$ cat src/rtl/trace_ring_buffer_pkg.sv
// Shared types and sizing for the trace ring buffer: word width, default depth
// and the controller state encoding.
package trace_ring_buffer_pkg;
  localparam int TRB_WIDTH     = 32;
  localparam int TRB_POS_BITS  = $clog2(TRB_WIDTH);
  localparam int TRB_DEPTH     = 64;
  localparam int TRB_ADDR_BITS = $clog2(TRB_DEPTH);

  typedef enum logic [2:0] {
    IDLE,
    ARMED,
    POST,
    DONE,
    STREAM
  } trb_state_t;
endpackage

$ cat src/rtl/trace_ring_buffer_bram.sv
// Simple dual-port synchronous RAM: one write port, one registered read port,
// no reset so it maps onto block RAM. Read-during-write returns the old word.
module trace_bram #(
  parameter int AW = 6,
  parameter int W  = 32
) (
  input  logic          clk_i,
  input  logic          we_i,
  input  logic [AW-1:0] waddr_i,
  input  logic [W-1:0]  wdata_i,
  input  logic [AW-1:0] raddr_i,
  output logic [W-1:0]  rdata_o
);
  logic [W-1:0] mem_q [2**AW];
  logic [W-1:0] rdata_q;

  always_ff @(posedge clk_i) begin
    if (we_i) mem_q[waddr_i] <= wdata_i;
    rdata_q <= mem_q[raddr_i];
  end

  assign rdata_o = rdata_q;
endmodule

$ cat src/rtl/trace_ring_buffer.sv
// Trace memory behind the Tracer: trigger-aware capture ring with host readout,
// or a host-filled FIFO drained by Tracer requests.
module trace_ring_buffer
  import trace_ring_buffer_pkg::*;
#(
  parameter  int DEPTH = TRB_DEPTH,
  localparam int AW    = $clog2(DEPTH)
) (
  input  logic                    CLK_I,
  input  logic                    RST_NI,
  input  logic                    EN_I,
  input  logic                    MODE_I,
  input  logic [AW-1:0]           TRG_DELAY_I,
  input  logic                    STORE_I,
  input  logic [TRB_WIDTH-1:0]    DATA_I,
  input  logic                    TRG_EVENT_I,
  input  logic [TRB_POS_BITS-1:0] EVENT_POS_I,
  input  logic                    REQ_I,
  output logic [TRB_WIDTH-1:0]    DATA_O,
  output logic                    LOAD_O,
  input  logic                    HOST_WVALID_I,
  input  logic [TRB_WIDTH-1:0]    HOST_WDATA_I,
  output logic                    HOST_WREADY_O,
  output logic                    HOST_RVALID_O,
  output logic [TRB_WIDTH-1:0]    HOST_RDATA_O,
  input  logic                    HOST_RREADY_I,
  output logic                    DONE_O,
  output logic [AW-1:0]           TRG_ADDR_O,
  output logic [TRB_POS_BITS-1:0] TRG_POS_O,
  output logic                    WRAPPED_O,
  output logic                    UNDERRUN_O
);
  localparam logic [AW:0] FULL = (AW+1)'(DEPTH);
  localparam logic [AW:0] ONE  = (AW+1)'(1);

  trb_state_t state_q, state_d;

  logic [AW-1:0]           wp_q, wp_d, rp_q, rp_d;
  logic [AW-1:0]           trg_addr_q, trg_addr_d, post_cnt_q, post_cnt_d;
  logic [AW:0]             fill_q, fill_d, cnt_q, cnt_d, rem_q, rem_d;
  logic [TRB_POS_BITS-1:0] trg_pos_q, trg_pos_d;
  logic                    wrapped_q, wrapped_d, underrun_q, underrun_d;
  logic                    req_pend_q, req_pend_d, load_q, load_d;
  logic [TRB_WIDTH-1:0]    data_q, data_d;
  logic                    fwd_vld_q;
  logic [AW-1:0]           fwd_addr_q;
  logic [TRB_WIDTH-1:0]    fwd_data_q;

  logic                    we;
  logic [AW-1:0]           waddr;
  logic [TRB_WIDTH-1:0]    wdata, ram_rdata, rd_word;
  logic                    rvalid, wready, push, pop, req_act;

  // Read address follows the next read pointer, so ram_rdata always holds
  // mem[rp_q] one cycle later: the RAM latency is prefetched away.
  trace_bram #(.AW(AW), .W(TRB_WIDTH)) u_bram (
    .clk_i   (CLK_I),
    .we_i    (we),
    .waddr_i (waddr),
    .wdata_i (wdata),
    .raddr_i (rp_d),
    .rdata_o (ram_rdata)
  );

  // A word written on the same edge it was fetched comes back stale from the
  // RAM; forward the last write instead.
  assign rd_word = (fwd_vld_q && fwd_addr_q == rp_q) ? fwd_data_q : ram_rdata;

  always_ff @(posedge CLK_I) begin
    if (!RST_NI || !EN_I) state_q <= IDLE;
    else                  state_q <= state_d;
  end

  always_comb begin
    state_d = state_q;
    case (state_q)
      IDLE:    if (EN_I) state_d = MODE_I ? STREAM : ARMED;
      ARMED:   if (STORE_I && TRG_EVENT_I) state_d = (TRG_DELAY_I == '0) ? DONE : POST;
      POST:    if (STORE_I && post_cnt_q == AW'(1)) state_d = DONE;
      default: ;
    endcase
  end

  always_comb begin
    wp_d       = wp_q;
    rp_d       = rp_q;
    fill_d     = fill_q;
    cnt_d      = cnt_q;
    rem_d      = rem_q;
    post_cnt_d = post_cnt_q;
    trg_addr_d = trg_addr_q;
    trg_pos_d  = trg_pos_q;
    wrapped_d  = wrapped_q;
    underrun_d = underrun_q;
    req_pend_d = req_pend_q;
    load_d     = 1'b0;
    data_d     = data_q;
    we         = 1'b0;
    waddr      = wp_q;
    wdata      = DATA_I;
    push       = 1'b0;
    pop        = 1'b0;
    req_act    = 1'b0;
    case (state_q)
      ARMED, POST: begin
        if (STORE_I) begin
          we   = 1'b1;
          wp_d = wp_q + AW'(1);
          if (wp_q == AW'(DEPTH-1)) wrapped_d = 1'b1;
          if (fill_q != FULL) fill_d = fill_q + ONE;
          if (state_q == ARMED && TRG_EVENT_I) begin
            trg_addr_d = wp_q;
            trg_pos_d  = EVENT_POS_I;
            post_cnt_d = TRG_DELAY_I;
          end
          if (state_q == POST) post_cnt_d = post_cnt_q - AW'(1);
        end
        // Once wrapped, the oldest surviving word sits at the next write slot.
        if (state_d == DONE) begin
          rp_d  = wrapped_d ? wp_d : '0;
          rem_d = fill_d;
        end
      end
      DONE: begin
        if (rvalid && HOST_RREADY_I) begin
          rp_d  = rp_q + AW'(1);
          rem_d = rem_q - ONE;
        end
      end
      STREAM: begin
        push    = HOST_WVALID_I && wready;
        req_act = req_pend_q || (REQ_I && !load_q);
        pop     = req_act && (cnt_q != '0);
        if (push) begin
          we    = 1'b1;
          wdata = HOST_WDATA_I;
          wp_d  = wp_q + AW'(1);
        end
        if (pop) begin
          load_d     = 1'b1;
          data_d     = rd_word;
          rp_d       = rp_q + AW'(1);
          req_pend_d = 1'b0;
        end else if (req_act) begin
          req_pend_d = 1'b1;
          underrun_d = 1'b1;
        end
        if (push && !pop)      cnt_d = cnt_q + ONE;
        else if (pop && !push) cnt_d = cnt_q - ONE;
      end
      default: ;
    endcase
  end

  always_ff @(posedge CLK_I) begin
    if (!RST_NI || !EN_I) begin
      wp_q       <= '0;
      rp_q       <= '0;
      fill_q     <= '0;
      cnt_q      <= '0;
      rem_q      <= '0;
      post_cnt_q <= '0;
      trg_addr_q <= '0;
      trg_pos_q  <= '0;
      wrapped_q  <= 1'b0;
      underrun_q <= 1'b0;
      req_pend_q <= 1'b0;
      load_q     <= 1'b0;
      data_q     <= '0;
      fwd_vld_q  <= 1'b0;
      fwd_addr_q <= '0;
      fwd_data_q <= '0;
    end else begin
      wp_q       <= wp_d;
      rp_q       <= rp_d;
      fill_q     <= fill_d;
      cnt_q      <= cnt_d;
      rem_q      <= rem_d;
      post_cnt_q <= post_cnt_d;
      trg_addr_q <= trg_addr_d;
      trg_pos_q  <= trg_pos_d;
      wrapped_q  <= wrapped_d;
      underrun_q <= underrun_d;
      req_pend_q <= req_pend_d;
      load_q     <= load_d;
      data_q     <= data_d;
      fwd_vld_q  <= we;
      fwd_addr_q <= waddr;
      fwd_data_q <= wdata;
    end
  end

  always_comb begin
    rvalid        = (state_q == DONE) && (rem_q != '0);
    wready        = (state_q == STREAM) && (cnt_q != FULL);
    HOST_RVALID_O = rvalid;
    HOST_RDATA_O  = rvalid ? rd_word : '0;
    HOST_WREADY_O = wready;
    DONE_O        = (state_q == DONE);
    LOAD_O        = load_q;
    DATA_O        = data_q;
    TRG_ADDR_O    = trg_addr_q;
    TRG_POS_O     = trg_pos_q;
    WRAPPED_O     = wrapped_q;
    UNDERRUN_O    = underrun_q;
  end
endmodule

$ cat config.mk
export PLATFORM = sky130hd
export DESIGN_NAME = trace_ring_buffer
export DESIGN_NICKNAME = d
export VERILOG_FILES = /design/src/rtl/trace_ring_buffer_pkg.sv /design/src/rtl/trace_ring_buffer_bram.sv /design/src/rtl/trace_ring_buffer.sv
export SDC_FILE = /design/constraint.sdc
export NUM_CORES = 2
export LEC_CHECK = 0
export ABC_CLOCK_PERIOD_IN_PS = 3600
export CELL_PAD_IN_SITES_DETAIL_PLACEMENT = 1
export CELL_PAD_IN_SITES_GLOBAL_PLACEMENT = 2
export CORE_UTILIZATION = 30
export DETAILED_ROUTE_END_ITERATION = 10
export GPL_TIMING_DRIVEN = 0
export PLACE_DENSITY_LB_ADDON = 0.1
export RECOVER_POWER = 50
export REMOVE_ABC_BUFFERS = 1
export SYNTH_ARGS = -nofsm -noshare
export SYNTH_HDL_FRONTEND = slang
export SYNTH_SLANG_ARGS = --single-unit
$ cat constraint.sdc
create_clock -name CLK_I -period 3.6 [get_ports CLK_I]
set_input_delay 0.72 -clock CLK_I [delete_from_list [all_inputs] [get_ports CLK_I]]
set_output_delay 0.72 -clock CLK_I [all_outputs]
set_load 0.05 [all_outputs]
==> impl_metrics.toml <==
[logic_synthesis]
yosys-top-cells-area = "edfxtp_1 (69%), dfxtp_1 (3.6%), o21ai_0 (2.6%)"
seq_area_frac_synth_pct = 72.7
ys_warn_count = 0
post-synth-top-area-cell = "edfxtp_1"
synthDistinctLibCells = 77
yosysTopAreaCellShare_pct = 69.1
synth-seq-cells = 2208
syn-cell-area_mm2 = 0.0890
synthCells = 6574
synth_common_cells = "edfxtp_1 (2048), nand2_1 (550), o21ai_0 (469)"
yosysMostFrequentCell = "edfxtp_1"
synthArstFlopShare_pct = 0
ys.flop_type = "edfxtp_1"
postSynthAreaPerCell_um2 = 13.5
synth_edf_count = 2048

[clock_tree]
postCtsHoldBufs = 0
root_buffer = "clkbuf_16"
clkTransAtPathRegs_ps = 60
clockBufferDepth = 4
cts_tree = "yes"
numCtsBuffers = 270
h-tree-depth = 5
cts.sinks = 2208
clk_latency_ps = 870

[floorplanning]
initial_core_util_pct = 30.2
num_rows = 199
io_pins = 165
design.core.area_mm2 = 0.295
die_y_um = 547
die-area_mm2 = 0.299
die_w_um = 547

[drt]
first_pass_iters = 6
drt_iter0_drc = 6907
postRouteAntennaNets = 0
post-route-drc-count = 0
drt-total-wl_mm = 410
via_count = 65200
vias_per_cell = 5.68
wl_per_cell_um = 35.7

[power]
cellPowerDensity_mw_per_mm2 = 465
peakVddDrop_mv = 0.355
p_leak_nw = 39.8

[placement]
place_congestion = 0.709
place_inst = 10400
pre_cts_ws_ps = -3680
port_buffers = 164
dp_hpwl_mm = 227

[critical_path]
reg2reg_depth = 16
critPathMaxFanout = 91
cp_data_arrival_time_ps = 4900
crit_type = "reg -> reg"
critPathLaunchType = "flop"
cp-end-kind = "flop"
critical_path_required_ps = 4330

[global_routing]
grt_max_degree = 98
grt_overflow_total = 0
antenna_found_initial = 28
grt_pass1_vias = 64200
globalRouteTotalUtil_pct = 24.9
grt_pass1_wl_mm = 527

[outcome]
violations = "capacitance limit, slew limit, setup timing"
status = "finished, violations left"

[timing]
setup_viol = 1220
holdWs_ps = 435
hold_viol = 0
fin_crit_ps = 4170
max_freq_mhz = 240
slew_violations = 58
setup_ws_ps = -565
worst_slew_pin_slew_ps = 1950
max_slew_margin_pct = -30.2
fin_crit_sh_pct = 116
fin_skew_ps = 37.5
rsz0062_at_grt = "true"

[finish]
areaGrowthSynthToFinish_pct = 33.3
final.fill_count = 29400
drive_gt1_share_pct = 22.1
nets = 7440
final_cells = 11500

[hold_path]
hold_path_depth = 4
hold_path.class = "in -> reg"

[job]
drv_cap = 2
## per-stage QoR
step                      instance area (um^2)  power (W)  setup TNS, ps  util, %
after floorplan                          86500     0.0292       -6094880        -
after global placement                   93100     0.0300              -     31.6
after detailed placement                101000     0.0300       -6159490     34.4
after CTS                               114000     0.0556         -28870     38.7
after global routing                    119000     0.0566        -262510     40.3
final                                   119000     0.0551         -75380     40.3
## flip-flops by register name (all words and copies together), names as in the netlist, 7 cells and up
name and count:
DATA_O 32, u_bram.rdata_o 32, rem_q 7, cnt_q 7, u_bram.mem_q 2048, fill_q 7
fwd_data_q 32
## worst max-delay path, stage by stage, from the launching register on
cell and delay, ps:
dfxtp_4 360, nor3_4 230, nand3_4 160, nand2_8 110, inv_6 40, a22o_4 270
a222oi_1 480, buf_4 240, buf_12 120, buf_8 110, nand2_8 120, buf_12 180
buf_16 180, a21oi_1 280, a211o_1 150, nand4_1 400, and4_1 360
## final cells by class
type                       count  area [um^2]  area share, %
antenna                        9         22.5         0.0190
clock buffer                 364         7430           6.26
clock inverter               108          598          0.504
inverter                      15         97.6         0.0823
multi-input combinational   3764        24300           20.5
sequential                  2208        64800           54.6
tap                         3919         4900           4.13
timing repair buffer        1082        16500           13.9
## worst paths after layout
check	start	endpoint	slack, ps
hold reg to reg	TRG_POS_O[4]	TRG_POS_O[4]	490
hold / removal	TRG_DELAY_I[4]	post_cnt_q[4]	440
setup reg to reg	rem_q[4]	u_bram.rdata_o[8]	-570
setup / recovery	rem_q[4]	u_bram.rdata_o[8]	-570
## metal layers
layer / vias to the layer above / wire, um / part of all wire [%] / track usage (%)
met5: - / 13 / 0.0032 / 0
met4: 2 / 12400 / 3.0 / 6.92
met3: 555 / 23300 / 5.7 / 2.96
met2: 2284 / 201000 / 49 / 42.2
met1: 35000 / 172000 / 42 / 33.5
li1: 27400 / - / - / -
## report_power, final
group          switching [W]  internal [W]  total, W
clock                 0.0109        0.0147    0.0256
sequential         0.0000299        0.0282    0.0282
combinational       0.000956      0.000353   0.00131
total                 0.0119        0.0433    0.0551
## placed cells by master (no fill, tap or decap), drive strengths merged, types with 15 or more instances in the layout
cell type         n
dlygate4sd3      44
o211ai           63
a21oi           450
dfxtp           160
a31oi           132
clkbuf          444
a211oi          234
and3            205
edfxtp         2048
inv              19
buf             852
xor2             15
o21ai           473
and4             32
a22o             33
clkinv          100
nor2b            39
nor3            265
a311o           130
a221o            32
nand3           338
bufbuf           18
mux2i            76
nand4           296
clkdlybuf4s50    82
nand2           556
o2111ai          32
nor2            195
a211o            62
## cells by family after synthesis
logic type / count (synthesis) / share of synthesized area [%]
DFF: 2208 / 72.7
adders and majority gates: 15 / 0.219
muxes: 77 / 0.867
xor gates and xnor gates: 29 / 0.285
and+or+nand+nor: 1961 / 11.0
buffers and inverters: 609 / 2.86
AOI/OAI and AO/OA: 1675 / 12.1
## what timing repair did
action / 4_1_cts / 5_1_grt
gates resized for setup: 368 / 423
buffers inserted: 233 / 222
pin swaps: 141 / 179
gates cloned: 47 / 75
endpoints found under the setup margin: 4208 / 512
endpoints found under the hold margin: 0 / 0
(Power assumes the default switching activity.)
